### src/rtl/tomasulo_pkg.sv
// Shared Tomasulo datapath definitions: default widths, functional-unit
// indices, opcodes and the CDB result record.
package tomasulo_pkg;

  localparam int DATA_W = 16;
  localparam int TAG_W  = 3;
  localparam int REG_AW = 3;
  localparam int NUM_FU = 3;

  localparam int FU_ADD = 0;
  localparam int FU_MUL = 1;
  localparam int FU_MEM = 2;

  typedef enum logic [3:0] {
    OP_ADD = 4'b0000,
    OP_SUB = 4'b0001,
    OP_LD  = 4'b0010,
    OP_SD  = 4'b0011,
    OP_MUL = 4'b0100
  } opcodeT;

  typedef struct packed {
    logic [TAG_W-1:0]  tag;
    logic [REG_AW-1:0] dest;
    logic              wen;
    logic [DATA_W-1:0] data;
  } cdbResult;

  // Successor of a round-robin index, wrapping at n.
  function automatic int nextIdx(input int idx, input int n);
    return (idx + 1 >= n) ? 0 : idx + 1;
  endfunction

endpackage

### src/rtl/cdb_arbiter_rr.sv
// Combinational round-robin picker: first requester at or after ptr,
// wrapping modulo N, reported both one-hot and encoded.
module rr_arbiter #(
  parameter int N     = 3,
  parameter int IDX_W = 2
) (
  input  logic [N-1:0]     req,
  input  logic [IDX_W-1:0] ptr,
  output logic [N-1:0]     grant,
  output logic [IDX_W-1:0] grantIdx,
  output logic             anyGrant
);

  logic [IDX_W-1:0] cand;

  // Walk the request vector starting at ptr; the first hit wins and later
  // hits are ignored so at most one grant bit is ever set.
  always_comb begin
    grant    = '0;
    grantIdx = '0;
    anyGrant = 1'b0;
    cand     = '0;
    for (int off = 0; off < N; off++) begin
      cand = IDX_W'((int'(ptr) + off) % N);
      if (!anyGrant && req[cand]) begin
        grant[cand] = 1'b1;
        grantIdx    = cand;
        anyGrant    = 1'b1;
      end
    end
  end

endmodule

### src/rtl/cdb_arbiter.sv
// Common-data-bus arbiter: one holding slot per functional unit, round-robin
// grant of the single CDB slot, registered broadcast and register-file write.
module cdb_arbiter #(
  parameter int NUM_FU = tomasulo_pkg::NUM_FU,
  parameter int DATA_W = tomasulo_pkg::DATA_W,
  parameter int TAG_W  = tomasulo_pkg::TAG_W,
  parameter int REG_AW = tomasulo_pkg::REG_AW
) (
  input  logic                     clock,
  input  logic                     reset,
  input  logic [NUM_FU-1:0]        fu_valid,
  output logic [NUM_FU-1:0]        fu_ready,
  input  logic [NUM_FU*TAG_W-1:0]  fu_tag,
  input  logic [NUM_FU*REG_AW-1:0] fu_dest,
  input  logic [NUM_FU-1:0]        fu_wen,
  input  logic [NUM_FU*DATA_W-1:0] fu_data,
  output logic                     cdb_valid,
  output logic [TAG_W-1:0]         cdb_tag,
  output logic [DATA_W-1:0]        cdb_data,
  output logic                     rf_we,
  output logic [REG_AW-1:0]        rf_addr,
  output logic [DATA_W-1:0]        rf_data
);

  import tomasulo_pkg::*;

  localparam int IDX_W = (NUM_FU > 1) ? $clog2(NUM_FU) : 1;

  logic [NUM_FU-1:0] held;
  logic [TAG_W-1:0]  slotTag  [NUM_FU];
  logic [REG_AW-1:0] slotDest [NUM_FU];
  logic              slotWen  [NUM_FU];
  logic [DATA_W-1:0] slotData [NUM_FU];

  logic [IDX_W-1:0]  rrPtr;
  logic [IDX_W-1:0]  grantIdx;
  logic [NUM_FU-1:0] grant;
  logic [NUM_FU-1:0] accept;
  logic              anyGrant;

  rr_arbiter #(
    .N     (NUM_FU),
    .IDX_W (IDX_W)
  ) uArb (
    .req      (held),
    .ptr      (rrPtr),
    .grant    (grant),
    .grantIdx (grantIdx),
    .anyGrant (anyGrant)
  );

  // A slot can take a new result when empty or when it is being drained this
  // cycle; this depends on registered state only, never on fu_valid.
  assign fu_ready = ~held | grant;
  assign accept   = fu_valid & fu_ready;
  assign rf_data  = cdb_data;

  // Occupancy: refill wins over drain so a same-edge handoff keeps the slot.
  always_ff @(posedge clock) begin
    if (reset) begin
      held <= '0;
    end else begin
      for (int i = 0; i < NUM_FU; i++) begin
        if (accept[i]) begin
          held[i] <= 1'b1;
        end else if (grant[i]) begin
          held[i] <= 1'b0;
        end
      end
    end
  end

  always_ff @(posedge clock) begin
    for (int i = 0; i < NUM_FU; i++) begin
      if (accept[i]) begin
        slotTag[i]  <= fu_tag[i*TAG_W +: TAG_W];
        slotDest[i] <= fu_dest[i*REG_AW +: REG_AW];
        slotWen[i]  <= fu_wen[i];
        slotData[i] <= fu_data[i*DATA_W +: DATA_W];
      end
    end
  end

  // Broadcast stage: a granted slot is copied into the output registers and
  // the pointer moves past the winner; idle cycles drop only the strobes.
  always_ff @(posedge clock) begin
    if (reset) begin
      cdb_valid <= 1'b0;
      cdb_tag   <= '0;
      cdb_data  <= '0;
      rf_we     <= 1'b0;
      rf_addr   <= '0;
      rrPtr     <= '0;
    end else if (anyGrant) begin
      cdb_valid <= 1'b1;
      cdb_tag   <= slotTag[grantIdx];
      cdb_data  <= slotData[grantIdx];
      rf_we     <= slotWen[grantIdx];
      rf_addr   <= slotDest[grantIdx];
      rrPtr     <= IDX_W'(nextIdx(int'(grantIdx), NUM_FU));
    end else begin
      cdb_valid <= 1'b0;
      rf_we     <= 1'b0;
    end
  end

endmodule

### config.mk
export PLATFORM = sky130hd
export DESIGN_NAME = cdb_arbiter
export DESIGN_NICKNAME = d
export VERILOG_FILES = /design/src/rtl/tomasulo_pkg.sv /design/src/rtl/cdb_arbiter_rr.sv /design/src/rtl/cdb_arbiter.sv
export SDC_FILE = /design/constraint.sdc
export NUM_CORES = 1
export LEC_CHECK = 0
export CORE_AREA = 2 2 103 105
export DETAILED_ROUTE_END_ITERATION = 12
export DIE_AREA = 0 0 105 107
export PLACE_DENSITY_LB_ADDON = 0.25
export SLEW_MARGIN = 20
export SYNTH_ARGS = -nofsm -noshare
export SYNTH_HDL_FRONTEND = slang
export SYNTH_SLANG_ARGS = --single-unit
### constraint.sdc
create_clock -name clock -period 2.9 [get_ports clock]
set_input_delay 0.725 -clock clock [delete_from_list [all_inputs] [get_ports clock]]
set_output_delay 0.725 -clock clock [all_outputs]
set_load 0.1 [all_outputs]
==> out/metrics.cfg <==
[global_routing]
antenna_found_initial = 0
gr-total-overflow = 0
grt_pass1_wl_um = 17700
grt_pass1_vias = 3396
grtUsageTotal_pct = 20.6
grt_max_degree = 37

[synthesis]
yosysMostFrequentCell = edfxtp_1
synthDominantCellAreaShare_pct = 47.9
yosys_register_bits = 98
yosysWarnings = 0
yosysSeqAreaShare_pct = 61.4
synth_area_mm2 = 0.00432
synth.largest_area_cell = edfxtp_1
synthTopCellsByArea = edfxtp_1 (48%), dfxtp_1 (13%), o21ai_0 (3.9%), nor3b_1 (3.8%), buf_4 (3.5%)
syn_inst = 363
synth_cell_types = 45
synth_fp_nets = 441
syn_area_per_cell_um2 = 11.9
ys_async_sr_fraction_pct = 0
yosys_most_used_dff = edfxtp_1
synth_common_cells = edfxtp_1 (69), inv_1 (40), o21ai_0 (34), dfxtp_1 (29)
synth-edff-count = 69

[timing]
setup_tns_ns = -0.189
rsz0062_at_grt = true
fin_ws_ns = -0.0797
max_freq_mhz = 336
fin_crit_ns = 2.98
worst_pin_slew_ns = 0.690
finClkSkew_ns = 0.00917
hold_viol = 0
report.final.slew_viol_count = 0
setup_viol = 3
min_period_over_period_pct = 103
maxSlewHeadroom_pct = 54.0

[drt]
vias = 3311
vias_per_cell = 5.35
drt-wirelength-per-cell_um = 18.3
drt_iter0_markers = 222
post-route-drc-count = 0
wl_um = 11300
ant_nets = 0
first_pass_iters = 4

[critical_path]
endpoint_kind = output port
path_class = reg -> out
start_kind = flip-flop
crit_required_ns = 2.17
cp.arrival_ns = 2.25
cp_max_fo = 5

[clocking]
cts-buffers-inserted = 9
clkLatencyLatePin_ns = 0.36
clock_sinks = 98
path_clk_slew_ns = 0.11
ctsHtreeMaxLevel = 3
cts_tree = yes
clockBufferDepth = 2
cts-root-buf = clkbuf_8

[placement]
placed_cell_area_mm2 = 0.00556
place_congestion = 0.801
pre_cts_ws_ns = 0.112
port_buffers = 116
dp_hpwl_um = 7390

[cells_and_area]
nNetsFinal = 556
final_area_mm2 = 0.00592
drive_above_1_share_pct = 24.2
diodes = 0
final_util_pct = 58.7
syn_to_final_growth_pct = 37.0

[power]
power.density_mw_per_mm2 = 1220
power.total_mw = 7.23
vdd_ir_drop_max_uv = 691
p_leak_nw = 2.16

[die]
initial_core_util_pct = 42.8
core_mm2 = 0.0101
io_pins = 117
rows = 37
dieArea_mm2 = 0.0112
die_x_um = 105
die_h_um = 107

[run_status]
violations = setup timing
status = finished, violations left

[job]
drv_cap = 0

[min_path]
min_path_type = reg -> reg

through the flow:
stage          std cells  hold slack, ns
2_1_floorplan        363           0.465
3_5_place_dp         591           0.486
6_report             619           0.507
3_3_place_gp         591           0.480
4_1_cts              616           0.504
5_1_grt              619           0.548
layout by cell type (no fill, tap or decap), types with 4 or more instances in the layout:
cell,netlist,final
edfxtp_1,69,69
o21ai_0,34,33
a21oi_1,5,5
inv_1,40,38
o211ai_1,13,13
nor4_1,22,22
buf_4,20,64
buf_12,0,4
clkbuf_8,0,9
clkdlybuf4s50_1,0,73
nand2_1,16,15
nor3b_1,22,22
o221ai_1,10,10
dfxtp_1,29,27
o21ai_1,5,4
nor2_1,4,4
o2111ai_1,12,12
flip-flops by register name, summed over array words and instances, names as in the netlist:
signal / flops
rf_we: 1
cdb_tag: 3
slotWen: 3
rrPtr: 2
rf_addr: 3
slotTag: 9
held: 3
cdb_valid: 1
slotData: 48
cdb_data: 16
slotDest: 9
layout make-up:
cell class	instances	area, um^2
sequential	98	2660
fill	866	4170
tap	136	170
inverter	41	156
clock buffer	9	124
multi-input combinational	184	1420
timing repair buffer	144	1330
clock inverter	7	70.1
where the power goes:
part	total, mW	switching [mW]	internal (mW)
registers	2.01	0.179	1.83
clock network	0.872	0.535	0.336
logic	4.35	3.07	1.28
total	7.23	3.79	3.45
worst max-delay path: stages (launching register included):
cell and delay (ns):
dfxtp_4 0.39, inv_4 0.04, ha_4 0.31, mux2i_2 0.27
o2bb2ai_2 0.13, nor4b_2 0.17, a311o_2 0.40, buf_12 0.18
per-layer routing:
layer	vias to the layer above	share of wire, %	track usage, %
li1	1567	-	-
met1	1599	40	24.6
met2	128	52	35.5
met3	17	6.0	5.11
met4	0	2.1	8.57
met5	-	0	0
path summary, 6_finish.rpt:
path / start / to / slack, ns / cells past startpoint
worst min register to register: rrPtr[1] / rrPtr[1] / 0.51 / 2
worst max register to register: rrPtr[0] / cdb_data[4] / 0.21 / 10
worst min-delay path: rrPtr[1] / rrPtr[1] / 0.51 / 2
worst max-delay path: rrPtr[0] / fu_ready[0] / -0.08 / 7
cell families (layout without fill, tap and decap cells):
logic type | after synthesis | after routing | synth area share, %
flip-flops | 98 | 98 | 61.4
AND/OR/NAND/NOR | 82 | 82 | 11.4
AO/OA/AOI/OAI | 93 | 93 | 15.9
buffers and inverters | 81 | 201 | 8.86
multiplexers | 5 | 5 | 1.27
adder cells (fa/ha/maj) | 4 | 4 | 1.16
what timing repair did:
item	in CTS	in global routing
setup buffers	9	3
hold endpoints to repair	0	0
hold buffers	0	0
resized for setup	13	5
pin swaps	6	3
endpoints found under the setup margin	3	3
Note: power is estimated with default switching activity, not from simulation.
